$ cat src/rtl/dmem_pkg.sv
// Shared definitions for the data-memory arbiter.
//   - access size/sign codes carried on pN_ctrl / mem_ctrl
//   - arbiter FSM state type
//   - default data-memory capacity in bytes
//   - ctrl_size(): byte count of an access code (0 for an unused code)
package dmem_pkg;

  localparam int unsigned MEM_BYTES_DEFAULT = 1024;

  localparam logic [2:0] CTRL_LB  = 3'b000;
  localparam logic [2:0] CTRL_LH  = 3'b001;
  localparam logic [2:0] CTRL_LW  = 3'b010;
  localparam logic [2:0] CTRL_LBU = 3'b100;
  localparam logic [2:0] CTRL_LHU = 3'b101;

  typedef enum logic [1:0] {
    ST_IDLE,
    ST_ACCESS,
    ST_RESP
  } state_t;

  function automatic logic [2:0] ctrl_size(input logic [2:0] ctrl);
    logic [2:0] sz;
    case (ctrl)
      CTRL_LB, CTRL_LBU: sz = 3'd1;
      CTRL_LH, CTRL_LHU: sz = 3'd2;
      CTRL_LW:           sz = 3'd4;
      default:           sz = 3'd0;
    endcase
    return sz;
  endfunction

endpackage

$ cat src/rtl/dmem_req_check.sv
// Legality check for one data-memory request.
// Ports:
//   addr    in  32  byte address
//   we      in  1   1 = store, 0 = load
//   ctrl    in  3   access size/sign code
//   illegal out 1   request must be rejected (bad code, signed-less store,
//                   misaligned half/word, or access running past MEM_BYTES)
module dmem_req_check
  import dmem_pkg::*;
#(
  parameter int unsigned MEM_BYTES = MEM_BYTES_DEFAULT
) (
  input  logic [31:0] addr,
  input  logic        we,
  input  logic [2:0]  ctrl,
  output logic        illegal
);

  logic [2:0]  w_size;
  logic [32:0] w_end;

  always_comb begin
    w_size  = ctrl_size(ctrl);
    // 33-bit sum so an access near 0xFFFF_FFFF cannot wrap back into range
    w_end   = {1'b0, addr} + {30'b0, w_size};
    illegal = 1'b0;
    if (w_size == 3'd0)                      illegal = 1'b1;
    if (we && ctrl[2])                       illegal = 1'b1;
    if ((w_size == 3'd2) && addr[0])         illegal = 1'b1;
    if ((w_size == 3'd4) && (addr[1:0] != 2'b00)) illegal = 1'b1;
    if (w_end > 33'(MEM_BYTES))              illegal = 1'b1;
  end

endmodule

$ cat src/rtl/dmem_arbiter.sv
// Two-port (CPU = p0, DMA = p1) round-robin arbiter in front of a single
// data memory. One request is serviced at a time: accept (IDLE), memory
// access (ACCESS), response pulse (RESP).
// Ports:
//   clk, rst                 clock, synchronous active-high reset
//   pN_valid/pN_ready        request handshake (ready only in IDLE)
//   pN_addr/we/ctrl/wdata    request payload
//   pN_rvalid/rdata/err      one-cycle response
//   mem_addr/wdata/wr/ctrl   memory request, nonzero only in ACCESS
//   mem_rdata                combinational, already sized/extended read data
module dmem_arbiter
  import dmem_pkg::*;
#(
  parameter int unsigned MEM_BYTES = MEM_BYTES_DEFAULT
) (
  input  logic        clk,
  input  logic        rst,
  input  logic        p0_valid,
  output logic        p0_ready,
  input  logic [31:0] p0_addr,
  input  logic        p0_we,
  input  logic [2:0]  p0_ctrl,
  input  logic [31:0] p0_wdata,
  output logic        p0_rvalid,
  output logic [31:0] p0_rdata,
  output logic        p0_err,
  input  logic        p1_valid,
  output logic        p1_ready,
  input  logic [31:0] p1_addr,
  input  logic        p1_we,
  input  logic [2:0]  p1_ctrl,
  input  logic [31:0] p1_wdata,
  output logic        p1_rvalid,
  output logic [31:0] p1_rdata,
  output logic        p1_err,
  output logic [31:0] mem_addr,
  output logic [31:0] mem_wdata,
  output logic        mem_wr,
  output logic [2:0]  mem_ctrl,
  input  logic [31:0] mem_rdata
);

  state_t      r_state, w_next;
  logic        r_last;
  logic        r_id;
  logic [31:0] r_addr;
  logic        r_we;
  logic [2:0]  r_ctrl;
  logic [31:0] r_wdata;
  logic [31:0] r_rdata;

  logic        w_grant_any;
  logic        w_grant_id;
  logic [31:0] w_sel_addr;
  logic        w_sel_we;
  logic [2:0]  w_sel_ctrl;
  logic [31:0] w_sel_wdata;
  logic        w_illegal;

  dmem_req_check #(
    .MEM_BYTES(MEM_BYTES)
  ) u_check (
    .addr   (r_addr),
    .we     (r_we),
    .ctrl   (r_ctrl),
    .illegal(w_illegal)
  );

  // On a tie the port not granted last wins; otherwise the lone requester.
  always_comb begin
    w_grant_any = p0_valid | p1_valid;
    w_grant_id  = (p0_valid && p1_valid) ? ~r_last : p1_valid;
    if (w_grant_id) begin
      w_sel_addr  = p1_addr;
      w_sel_we    = p1_we;
      w_sel_ctrl  = p1_ctrl;
      w_sel_wdata = p1_wdata;
    end else begin
      w_sel_addr  = p0_addr;
      w_sel_we    = p0_we;
      w_sel_ctrl  = p0_ctrl;
      w_sel_wdata = p0_wdata;
    end
  end

  // State register and latched request
  always_ff @(posedge clk) begin
    if (rst) begin
      r_state <= ST_IDLE;
      r_last  <= 1'b1;
      r_id    <= 1'b0;
      r_addr  <= '0;
      r_we    <= 1'b0;
      r_ctrl  <= '0;
      r_wdata <= '0;
      r_rdata <= '0;
    end else begin
      r_state <= w_next;
      if ((r_state == ST_IDLE) && w_grant_any) begin
        r_last  <= w_grant_id;
        r_id    <= w_grant_id;
        r_addr  <= w_sel_addr;
        r_we    <= w_sel_we;
        r_ctrl  <= w_sel_ctrl;
        r_wdata <= w_sel_wdata;
      end
      if (r_state == ST_ACCESS) begin
        r_rdata <= (!r_we && !w_illegal) ? mem_rdata : '0;
      end
    end
  end

  // Next-state logic
  always_comb begin
    w_next = r_state;
    case (r_state)
      ST_IDLE:   if (w_grant_any) w_next = ST_ACCESS;
      ST_ACCESS: w_next = ST_RESP;
      ST_RESP:   w_next = ST_IDLE;
      default:   w_next = ST_IDLE;
    endcase
  end

  // Outputs; forced to zero while rst is high so an in-flight store or
  // response is suppressed in the same cycle the reset is applied.
  always_comb begin
    p0_ready  = 1'b0;
    p1_ready  = 1'b0;
    p0_rvalid = 1'b0;
    p1_rvalid = 1'b0;
    p0_rdata  = '0;
    p1_rdata  = '0;
    p0_err    = 1'b0;
    p1_err    = 1'b0;
    mem_addr  = '0;
    mem_wdata = '0;
    mem_wr    = 1'b0;
    mem_ctrl  = '0;
    if (!rst) begin
      case (r_state)
        ST_IDLE: begin
          p0_ready = w_grant_any && !w_grant_id;
          p1_ready = w_grant_any &&  w_grant_id;
        end
        ST_ACCESS: begin
          mem_addr  = r_addr;
          mem_wdata = r_wdata;
          mem_ctrl  = r_ctrl;
          mem_wr    = r_we && !w_illegal;
        end
        ST_RESP: begin
          if (r_id) begin
            p1_rvalid = 1'b1;
            p1_rdata  = r_rdata;
            p1_err    = w_illegal;
          end else begin
            p0_rvalid = 1'b1;
            p0_rdata  = r_rdata;
            p0_err    = w_illegal;
          end
        end
        default: ;
      endcase
    end
  end

endmodule

$ cat config.mk
export PLATFORM = sky130hd
export DESIGN_NAME = dmem_arbiter
export DESIGN_NICKNAME = d
export VERILOG_FILES = /design/src/rtl/dmem_pkg.sv /design/src/rtl/dmem_req_check.sv /design/src/rtl/dmem_arbiter.sv
export SDC_FILE = /design/constraint.sdc
export NUM_CORES = 1
export LEC_CHECK = 0
export ABC_AREA = 1
export BUFFER_PORTS_ARGS = -buffer_cell sky130_fd_sc_hd__buf_2
export CAP_MARGIN = 10
export CORE_ASPECT_RATIO = 0.5
export CORE_MARGIN = 2
export CORE_UTILIZATION = 35
export DETAILED_ROUTE_END_ITERATION = 8
export PLACE_DENSITY = 0.63
export REMOVE_ABC_BUFFERS = 1
export SYNTH_ARGS = -nofsm -noshare
export SYNTH_HDL_FRONTEND = slang
export SYNTH_SLANG_ARGS = --single-unit
$ cat constraint.sdc
create_clock -name clk -period 3.7 [get_ports clk]
set_input_delay 0.185 -clock clk [delete_from_list [all_inputs] [get_ports clk]]
set_output_delay 0.185 -clock clk [all_outputs]
set_load 0.02 [all_outputs]
==> impl_metrics.toml, run 1 <==
[floorplanning]
start_util = 0.357
num_rows = 35
die_w_um = 198
core-area_um2 = 18400
die_area_um2 = 20000
die_y_um = 101
ioPinCount = 310

[outcome]
status = "finished clean"

[synthesis]
ys_async_sr_fraction = 0
syn_inst = 1119
ys_seq_area_frac = 0.316
synth_edf_count = 0
synth-main-ff-cell = "dfxtp_1"
netlist_area_um2 = 6580
ys_seq_elements = 104
synth_warnings = 0
synth.distinct_cells = 34
synth_area_per_cell_um2 = 5.88

[route]
viasPerCell = 4.89
wl_um = 23900
wl_per_cell_um = 14.5
route.detailed.drc = 0
drt_first_pass_iters = 5
antenna_left = 0
via_count = 8083
drtIter0Drc = 443

[critical_path]
end_kind = "primary output"
critPathRequiredTime_ns = 3.51
rr_endpoint = "r_rdata[26]$_SDFFE_PP0N_"
critPathLaunchType = "flip-flop"
critPathKind = "reg2out"
rrSetupSlack_ns = 0.75
timing.rr.start = "r_ctrl[0]$_SDFFE_PP0P_"
rr_worst_depth = 18
critPathArrivalTime_ns = 3.10
crit_fanout = 12

[cells_and_area]
fin_cells = 1653
layout_common_cells = "309 x buf_2, 289 x nand2_1, 225 x nor2_1, 137 x inv_1, 103 x dfxtp_1"
layout_commonest_cell = "buf_2"
post_route_cells_drive_above_1_share = 0.268
multi_input_area_um2 = 3640
syn_to_final_growth_pct = 30.2
finalInstanceArea_um2 = 8570
seq_area_um2 = 2080
nets = 1565
n_antenna_cell = 0
nFillCells = 2012

[hold_path]
hp-start = "p1_wdata[21]"
hp-class = "in2reg"
hold_depth = 3
min_to = "r_wdata[21]$_SDFFE_PP0P_"

[sta]
fin_tns_setup_ns = 0
final.setup_skew_ns = 0.00710
worstMarginPinSlew_ns = 0.999
period_share = 0.888
relSlewSlack = 0.333
rsz0062_at_grt = "false"
setup_viol = 0
hold_viol = 0
timing.fmax_mhz = 304
drv_slew = 0
layout_min_cycle_time_ns = 3.29

[power_and_ir_drop]
ir_drop_uv = 243
total_power_uw = 2870
power.density_nw_per_um2 = 334
cellLeakagePower_uw = 0.00409

[run]
maxCapViolations = 0

[global_route]
grt_pass1_vias = 7351
grt_usage = 0.232
antenna_found_initial = 0
overflow = 0
grt_pass1_wl_um = 37100
grt_max_degree = 79

[cts]
htreeDepth = 3
clock_sinks = 104
cts_root_buf = "clkbuf_16"
tritoncts = "built"
clock_latency_ns = 0.34
cts.hold.buffers_added = 0
numCtsBuffers = 9
clock_path_buffers = 2
clk_pin_slew_ns = 0.07

[place]
dp_cells = 1636
placed_cell_area_um2 = 8290
gp_routability_congestion = 0.999
port_buffers = 309
dp_hpwl_um = 18200
==> worst max-delay path: stages (launching register included) <==
cell	delay, ns
dfxtp_2	0.38
inv_1	0.07
nand3_1	0.06
inv_1	0.05
ha_1	0.35
nand2_1	0.06
nand3b_1	0.20
nand2_4	0.18
nand2_1	0.13
nor2_1	0.15
nand2_1	0.08
xor2_1	0.14
nor2_1	0.09
nand2_1	0.07
nor2_2	0.08
buf_4	0.18
nand2_1	0.14
nor3_1	0.15
buf_2	0.19
==> cells in the mapped netlist, types with 2 or more instances <==
cell type	count	area, um^2
a21oi_1	38	190
buf_6	4	45.0
nand2_1	290	1090
nand4_1	52	325
nand3_1	30	150
buf_2	3	15.0
a31oi_1	57	357
nor3_1	10	50.1
o21ai_0	46	230
dfxtp_1	104	2080
ha_1	3	37.5
clkbuf_1	56	210
xor2_1	10	87.6
nand3b_1	3	22.5
o21ai_1	2	10.0
buf_4	3	22.5
nand3_2	2	20.0
inv_1	139	522
clkinv_1	3	11.3
nor2_1	226	848
inv_2	9	33.8
nand2_2	5	31.3
nor2_2	6	37.5
a221oi_1	8	70.1
==> registers in the layout, summed over array words and instances (netlist names) <==
signal and cells:
r_addr 32, r_rdata 32, r_wdata 32, r_ctrl 3
r_state 2, r_id 1, r_last 1, r_we 1
==> metal layers <==
layer,global-route usage,vias up,part of all wire
met5,0,-,0
met4,0.0538,0,0.012
met3,0.0311,20,0.054
met2,0.396,224,0.47
met1,0.312,3756,0.46
li1,-,4083,-
==> where the power goes <==
group / internal (uW) / switching (uW)
combinational: 236 / 448
sequential: 1210 / 86.6
clock: 457 / 434
total: 1900 / 968
==> logic make-up after synthesis <==
logic type                 Yosys count  synth area share
buffers and inverters              219             0.132
xor gates and xnor gates            10            0.0133
DFF                                104             0.316
AOI/OAI and AO/OA                  153             0.132
adders and majority gates            3           0.00570
and+or+nand+nor                    630             0.400
==> per-stage QoR <==
stage	hold slack, ns	setup WS, ns	utilization
detailed placement	0.402	0.556	0.449
global route	0.0380	0.0203	0.465
CTS	0.0256	0.161	0.464
finish	0.0431	0.413	0.465
global placement	0.389	0.661	0.449
floorplan	0.254	0.0579	-
==> final cells by class <==
type                            instances  share of cell area
Timing Repair Buffer                  328               0.197
Clock buffer                           11              0.0272
Tap cell                              259              0.0378
Sequential cell                       104               0.243
Clock inverter                          4             0.00350
Inverter                              151              0.0661
Multi-Input combinational cell        796               0.425
==> worst max-delay path by stage <==
stage | startpoint | to | slack (ns)
finish | r_ctrl[0]$_SDFFE_PP0P_ | mem_wr | 0.41
global route | r_ctrl[0]$_SDFFE_PP0P_ | mem_wr | 0.02
CTS | r_ctrl[0]$_SDFFE_PP0P_ | mem_wr | 0.16
detailed placement | r_ctrl[0]$_SDFFE_PP0P_ | r_rdata[26]$_SDFFE_PP0N_ | 0.56
global placement | r_ctrl[0]$_SDFFE_PP0P_ | mem_wr | 0.66
floorplan | r_state[0]$_SDFFE_PP0P_ | mem_wr | 0.06
==> timing repair <==
item / in CTS / in global routing
buffers inserted: 0 / 2
hold endpoints to repair: 0 / 0
resized for setup: 0 / 2
setup endpoints to repair: 0 / 3
(Power assumes the default switching activity.)
==> run 2, diff against run 1 <==
ABC_AREA = 0   (was 1)
PLACE_DENSITY = 0.64   (was 0.63)
TNS_END_PERCENT = 30   (was not set)
==> run 2 against run 1 <==
Via count decreased by 23%. Final cell count decreased by 26%. Critical path depth decreased by 7. Design area decreased by 5.3%. First-iteration DRC count decreased by 41%. Fmax decreased by 5.8%. Clock power increased by 12%. Global-route usage decreased by 4.4 points. Clock-buffer cell count unchanged. Largest power group unchanged. Highest routed layer unchanged.
==> impl_metrics.toml, run 2 <==
[outcome]
status = "finished clean"

[synthesis]
synth_area_leaders = "dfxtp_1 35%, and2_1 17%, mux2i_1 7.5%"
syn_inst = 703
ys_seq_elements = 104
synth.most_common_cell = "and2_1"
ys_top_cells_by_count = "166 x and2_1, 104 x dfxtp_1, 53 x nor2_1"
ys_seq_area_frac = 0.348
synth_area_leader_cell = "dfxtp_1"
synth_edf_count = 0
synth_warnings = 0
synth_area_per_cell_um2 = 8.51
synth-main-ff-cell = "dfxtp_1"
netlist_area_um2 = 5980
ys_async_sr_fraction = 0
synth.distinct_cells = 60
synth_top_area_frac = 0.348

[place]
dp_hpwl_um = 13700
placed_cell_area_um2 = 7710
gp_routability_congestion = 0.869
dp_cells = 1194
port_buffers = 309

[critical_path]
critPathKind = "reg2out"
end_kind = "primary output"
critPathLaunchType = "flip-flop"
critPathArrivalTime_ns = 3.31
rr_worst_depth = 12
critPathRequiredTime_ns = 3.51
crit_fanout = 7

[route]
route.detailed.drc = 0
viasPerCell = 5.08
wl_um = 18400
drt_first_pass_iters = 4
via_count = 6187
antenna_left = 0
drtIter0Drc = 263
wl_per_cell_um = 15.1

[floorplanning]
ioPinCount = 310
num_rows = 33
die_area_um2 = 18200
core-area_um2 = 16600
start_util = 0.361
die_w_um = 189
die_y_um = 96.5

[cells_and_area]
fin_cells = 1217
layout_commonest_cell = "buf_2"
nFillCells = 1628
layout_common_cells = "309 x buf_2, 166 x and2_1, 102 x dfxtp_1, 52 x nor2_1, 45 x mux2i_1"
post_route_cells_drive_above_1_share = 0.378
finalInstanceArea_um2 = 8120
reg_top3 = "r_addr: 32 flops, r_rdata: 32 flops, r_wdata: 32 flops"
seq_area_um2 = 2080
syn_to_final_growth_pct = 35.7
nets = 1160
n_antenna_cell = 0
multi_input_area_um2 = 3700

[cts]
clock_path_buffers = 2
clk_pin_slew_ns = 0.07
htreeDepth = 3
clock_latency_ns = 0.34
clock_sinks = 104
cts_root_buf = "clkbuf_16"
numCtsBuffers = 9
tritoncts = "built"

[sta]
timing.fmax_mhz = 286
setup_viol = 0
fin_hold_ws_ns = 0.0737
hold_viol = 0
final.setup_skew_ns = 0.00921
relSlewSlack = 0.274
rsz0062_at_grt = "false"
layout_min_cycle_time_ns = 3.49
drv_slew = 0
fin_tns_setup_ns = 0
worstMarginPinSlew_ns = 1.09
period_share = 0.943

[run]
maxCapViolations = 0

[global_route]
overflow = 0
grt_usage = 0.187
antenna_found_initial = 0
grt_max_degree = 77
grt_pass1_vias = 5494
grt_pass1_wl_um = 27700

[power_and_ir_drop]
cellLeakagePower_uw = 0.00417
ir_drop_uv = 250
power.density_nw_per_um2 = 361

[hold_path]
hp-class = "in2reg"
hold_depth = 2
-- run 2: cell count changes after synthesis, moves of 44 or more --
cell	previous run	this run
nor2_1	226	53
and2_1	1	166
a211oi_1	0	44
nand2_1	290	30
mux2i_1	0	45
nand4_1	52	8
o21ai_0	46	2
a31oi_1	57	0
inv_1	139	6
-- run 2: final timing paths --
check | start | slack [ns] | to
setup / recovery | r_ctrl[1]$_SDFFE_PP0P_ | 0.21 | mem_wr
hold / removal | mem_rdata[15] | 0.07 | r_rdata[15]$_SDFFE_PP0N_
setup reg to reg | r_ctrl[1]$_SDFFE_PP0P_ | 0.32 | r_rdata[7]$_SDFFE_PP0N_
hold reg to reg | r_wdata[6]$_SDFFE_PP0P_ | 0.45 | r_wdata[6]$_SDFFE_PP0P_
-- run 2: layer usage --
layer | wire (um) | vias up | part of all wire | track usage
li1 | - | 3095 | - | -
met1 | 8570 | 2907 | 0.47 | 0.246
met2 | 8850 | 170 | 0.48 | 0.322
met3 | 823 | 15 | 0.045 | 0.0347
met4 | 183 | 0 | 0.0099 | 0.0482
met5 | 0 | - | 0 | 0
-- run 2: logic make-up (layout without fill, tap and decap cells) --
| kind of cell | after synthesis | count (layout) | synth area share |
|---|---|---|---|
| AOI/OAI and AO/OA | 171 | 171 | 0.221 |
| xor gates and xnor gates | 10 | 10 | 0.0146 |
| adders and majority gates | 3 | 3 | 0.00627 |
| buffers and inverters | 66 | 353 | 0.0464 |
| DFF | 104 | 104 | 0.348 |
| muxes | 45 | 45 | 0.0753 |
| and+or+nand+nor | 304 | 304 | 0.288 |
-- run 2: critical path, cell delays in order, from the launching register on --
cell and delay [ns]:
dfxtp_2 0.37, nor3b_1 0.23, ha_2 0.35, o2111ai_2 0.21
buf_4 0.19, nor3_2 0.06, a211o_1 0.29, a221oi_1 0.27
nand4b_1 0.21, a211oi_4 0.38, and4_1 0.24, buf_2 0.16
-- run 2: area by class of cell --
| type | count | share of cell area |
|---|---|---|
| repair buffers | 331 | 0.211 |
| clock buffers | 11 | 0.0311 |
| flip-flops and latches | 104 | 0.257 |
| clock inverters | 5 | 0.00755 |
| multi-input cells | 533 | 0.456 |
| inverters | 6 | 0.00277 |
| well taps | 227 | 0.0350 |
-- run 2: stage by stage --
step                      total power (uW)  worst slack (ns)  utilization
after floorplan                       1690             -3.43            -
after detailed placement              1940             0.216        0.466
after global placement                1920             0.312        0.466
after CTS                             2950            0.0104        0.486
after global routing                  3080            0.0200        0.490
final                                 2930             0.209        0.490
-- run 2: timing repair --
item | in CTS | in global routing
buffers inserted | 2 | 5
endpoints found under the setup margin | 3 | 31
hold buffers | 0 | 0
pin swaps | 1 | 3
resized for setup | 1 | 8
-- run 2: power by group --
part           internal (uW)  total (uW)  switching [uW]
logic                    272         622             350
registers               1210        1310             100
clock network            567         999             432
total                   2050        2930             882
